File: src/rtl/sha256_pkg.sv
// Shared SHA-256 types, sizes and small-sigma helpers.
// Used by the message schedule and the compression-round stage.
package sha256_pkg;

    localparam int unsigned SHA_BLK_W  = 512;
    localparam int unsigned SHA_WORD_W = 32;
    localparam int unsigned SHA_ROUNDS = 64;

    typedef logic [SHA_WORD_W-1:0] word_t;

    typedef enum logic {
        S_IDLE,
        S_RUN
    } sched_state_t;

    function automatic word_t small_sigma0(input word_t x);
        return {x[6:0], x[31:7]} ^ {x[17:0], x[31:18]} ^ (x >> 3);
    endfunction

    function automatic word_t small_sigma1(input word_t x);
        return {x[16:0], x[31:17]} ^ {x[18:0], x[31:19]} ^ (x >> 10);
    endfunction

endpackage

File: src/rtl/sha256_w_next.sv
// Next schedule word from the rolling window:
// W_t = s1(W_t-2) + W_t-7 + s0(W_t-15) + W_t-16, modulo 2^32.
module sha256_w_next
    import sha256_pkg::*;
(
    input  logic [31:0] w0,
    input  logic [31:0] w1,
    input  logic [31:0] w9,
    input  logic [31:0] w14,
    output logic [31:0] w_next
);

    assign w_next = small_sigma1(w14) + w9 + small_sigma0(w1) + w0;

endmodule

File: src/rtl/msg_schedule.sv
// SHA-256 message schedule: expands one 512-bit block into ROUNDS words,
// one word per handshake, using a 16-word rolling window.
module msg_schedule #(
    parameter int unsigned ROUNDS = 64
) (
    input  logic         clk,
    input  logic         rst,
    input  logic         blk_valid,
    input  logic [511:0] blk_in,
    output logic         blk_ready,
    output logic         w_valid,
    input  logic         w_ready,
    output logic [31:0]  w_out,
    output logic [5:0]   w_idx,
    output logic         sched_done
);
    import sha256_pkg::*;

    sched_state_t state, state_next;
    word_t        win [16];
    word_t        w_new;
    logic [5:0]   t;
    logic         fire;
    logic         last;

    assign fire  = w_valid && w_ready;
    assign last  = (t == 6'(ROUNDS - 1));
    assign w_out = win[0];
    assign w_idx = t;

    sha256_w_next u_w_next (
        .w0     (win[0]),
        .w1     (win[1]),
        .w9     (win[9]),
        .w14    (win[14]),
        .w_next (w_new)
    );

    always_ff @(posedge clk) begin
        if (rst) begin
            state <= S_IDLE;
        end else begin
            state <= state_next;
        end
    end

    always_comb begin
        state_next = state;
        blk_ready  = 1'b0;
        w_valid    = 1'b0;
        case (state)
            S_IDLE: begin
                blk_ready = 1'b1;
                if (blk_valid) begin
                    state_next = S_RUN;
                end
            end
            S_RUN: begin
                w_valid = 1'b1;
                if (fire && last) begin
                    state_next = S_IDLE;
                end
            end
            default: state_next = S_IDLE;
        endcase
    end

    // Window and index advance only on a load or an accepted word; a stall holds both.
    always_ff @(posedge clk) begin
        if (rst) begin
            for (int unsigned i = 0; i < 16; i++) begin
                win[i] <= '0;
            end
            t          <= '0;
            sched_done <= 1'b0;
        end else begin
            sched_done <= fire && last;
            if (state == S_IDLE && blk_valid) begin
                for (int unsigned i = 0; i < 16; i++) begin
                    win[i] <= blk_in[SHA_BLK_W - 1 - SHA_WORD_W * i -: SHA_WORD_W];
                end
                t <= '0;
            end else if (fire) begin
                for (int unsigned i = 0; i < 15; i++) begin
                    win[i] <= win[i + 1];
                end
                win[15] <= w_new;
                t       <= last ? 6'd0 : t + 6'd1;
            end
        end
    end

endmodule

File: config.mk
export PLATFORM = sky130hd
export DESIGN_NAME = msg_schedule
export DESIGN_NICKNAME = d
export VERILOG_FILES = /design/src/rtl/sha256_pkg.sv /design/src/rtl/sha256_w_next.sv /design/src/rtl/msg_schedule.sv
export SDC_FILE = /design/constraint.sdc
export NUM_CORES = 1
export LEC_CHECK = 0
export ABC_CLOCK_PERIOD_IN_PS = 14500
export CAP_MARGIN = 20
export CELL_PAD_IN_SITES_DETAIL_PLACEMENT = 1
export CELL_PAD_IN_SITES_GLOBAL_PLACEMENT = 2
export CORE_ASPECT_RATIO = 0.9
export CORE_UTILIZATION = 37
export DETAILED_ROUTE_END_ITERATION = 10
export PLACE_DENSITY = 0.92
export SKIP_CTS_REPAIR_TIMING = 1
export SLEW_MARGIN = 20
export SYNTH_ARGS = -nofsm -noshare
export SYNTH_HDL_FRONTEND = slang
export SYNTH_SLANG_ARGS = --single-unit
File: constraint.sdc
create_clock -name clk -period 14.5 [get_ports clk]
set_input_delay 2.9 -clock clk [delete_from_list [all_inputs] [get_ports clk]]
set_output_delay 2.9 -clock clk [all_outputs]
set_load 0.02 [all_outputs]
==> flow_metrics.tcl <==
set metrics [dict create \
    via_per_inst 5.48 \
    crit_type "in2reg" \
    area_growth_pct 31.2 \
    fin_crit_sh_pct 43.7 \
    rsz0062_at_grt "no" \
    synthesis.nets 2739 \
    slew_violations 0 \
    clockBufferDepth 3 \
    hold_viol 0 \
    synth-main-ff-cell "edfxtp_1" \
    setup.worst_path.end_class "flip-flop" \
    register_area_um2 15500 \
    fin_area_um2 34000 \
    status "finished, final reports clean" \
    via_count 19700 \
    swShare_pct 36.2 \
    required_ns 14.94 \
    multi_input_area_um2 9390 \
    async_flop_share_pct 0 \
    period_needed_ns 6.34 \
    cts_tree "yes" \
    drive_above_1_share_pct 4.06 \
    drt_iter0_drc 2157 \
    synthCells 2129 \
    first_pass_iters 7 \
    maxSlewHeadroom_pct 24.5 \
    yosys-top-cells-area "edfxtp_1 (59%), a22o_1 (11%), nand2_1 (5.3%)" \
    power.total_mw 5.17 \
    initial_core_util_pct 37.6 \
    routed_wl_mm 101 \
    clockRootBuffer "clkbuf_16" \
    ys_ff_latch 520 \
    die_h_um 253 \
    skew_ns 0.0143 \
    htreeDepth 2 \
    final_cell_mix "clkdlybuf4s50_1 (555), edfxtp_1 (512), nand2_1 (365), a22o_1 (319), a21oi_1 (205)" \
    ir_drop_v 0.0000895 \
    core_um2 69000 \
    ant_nets 0 \
    clkPwrFrac_pct 25.7 \
    die_w_um 281 \
    num-fill-cells 7209 \
    tightest_slew_ns 1.13 \
    cp-start-kind "primary input" \
    p_switching_mw 1.87 \
    ys_types 53 \
    synth_warnings 0 \
    clk_pin_slew_ns 0.07 \
    clk_latency_ns 0.59 \
    routabilityCongestion 0.899 \
    fin_nets 3226 \
    post-place-ws_ns 7.13 \
    drc 0 \
    p_leak_nw 13.0 \
    grt_pass1_wl_mm 140 \
    fmax_mhz 158 \
    p_seq_share_pct 38.0 \
    setup-tns-final_ns 0 \
    clock-sinks 520 \
    cap_violations 0 \
    p_comb_share_pct 36.3 \
    ioPinCount 557 \
    crit_arrival_ns 6.78 \
    placed_area_um2 32300 \
    seq_area_frac_synth_pct 59.9 \
    std_cell_rows 91 \
    cp_max_fo 206 \
    grt_max_degree 207 \
    layout_commonest_cell "clkdlybuf4s50_1" \
    synth.avg_cell_area_um2 12.2 \
    syn-cell-area_um2 26000 \
    setup-violations-final 0 \
    synth_edf_count 512 \
    antenna_found_initial 21 \
    grtUsageTotal_pct 27.4 \
    min_path_type "reg2reg" \
    synth_top_area_share_pct 59.2 \
    grt_pass1_vias 20400 \
    port_buffers 556 \
    cts-buffers-inserted 55 \
    synth_top_area_cell "edfxtp_1" \
    overflow 0 \
    worst_slack_ns 8.16 \
    wl_per_cell_um 27.9 \
    powerDensity_nw_per_um2 152 \
    dieArea_um2 71200 \
    dp_hpwl_mm 76.0 \
    intPower_mw 3.30 \
]
## power groups by stage
stage               combinational (mW)  clock [mW]  sequential (mW)
finish                            1.88        1.33             1.96
global route                      2.04        1.40             1.97
CTS                               1.85        1.35             1.96
detailed placement                1.83           0             1.99
global placement                  1.78           0             1.99
floorplan                         1.16           0             1.94
## worst max-delay path, stage by stage
cell and delay [ns]:
clkdlybuf4s50_1 0.53, nand2_4 0.50, nor2_4 0.73, buf_12 0.58, buf_4 0.97, a22o_1 0.27
## sequential cells by signal (all words and copies together) (netlist names)
name and cells:
w_idx 6, state 1, sched_done 1, win 512
## metal layers
metal | vias up | share of wire, % | GRT usage [%]
li1 | 8779 | - | -
met1 | 9947 | 41 | 36.3
met2 | 849 | 47 | 44.0
met3 | 157 | 8.2 | 5.63
met4 | 16 | 3.6 | 10.2
met5 | - | 0.10 | 0
## synth_stat cells, types with 2 or more instances
master     count
a21boi_0       2
o21bai_1       3
a21oi_1      205
nand2b_1       3
nor2b_1        2
a21oi_2        2
and3_1         4
fa_1          62
a211oi_1       7
inv_1        149
a21o_1        18
o21a_1         5
ha_1          32
o211ai_1       5
dfxtp_1        8
nand2_1      369
nor3_1         9
a31o_2         2
o31ai_1        3
or3_1          7
clkbuf_1     133
a211o_1        2
xnor2_1      114
nand4_1        8
a22o_1       319
a31oi_1        7
nand3_1       15
buf_1          7
a32o_1         4
nand3b_1       8
edfxtp_1     512
mux2i_1        2
o2111ai_4      2
nor2_1        27
or4_1          2
o21ai_1        3
o21ai_0       31
o311ai_0       2
xor2_1        19
nor3b_1        2
## layout make-up
class / instances / share of cell area (%)
multi-input cells: 1320 / 27.6
flip-flops and latches: 520 / 45.6
diodes: 15 / 0.110
repair buffers: 570 / 16.7
inverters: 149 / 1.64
well taps: 930 / 3.42
clock inverters: 32 / 0.584
clock buffers: 67 / 4.30
## cell families after synthesis
group,share of synthesized area [%]
AND/OR/NAND/NOR,7.27
multiplexers,0.0771
adder cells (fa/ha/maj),6.33
buffers and inverters,4.18
flip-flops,59.9
XOR/XNOR,4.49
AO/OA/AOI/OAI,17.8
## final timing paths
path	startpoint	end	slack (ns)	cells after the start
setup / recovery	w_ready	win[2][20]	8.16	6
hold reg to reg	w_idx[5]	w_idx[5]	0.52	2
hold / removal	w_idx[5]	w_idx[5]	0.52	2
setup reg to reg	win[1][19]	win[15][29]	9.05	16
## stage by stage
step,util (%),std cells,hold slack (ns)
CTS,49.3,3588,0.520
global route,49.3,3600,0.540
global placement,46.8,3489,0.490
detailed placement,46.8,3489,0.511
finish,49.3,3603,0.521
floorplan,-,2129,0.512
(Power assumes the default switching activity.)
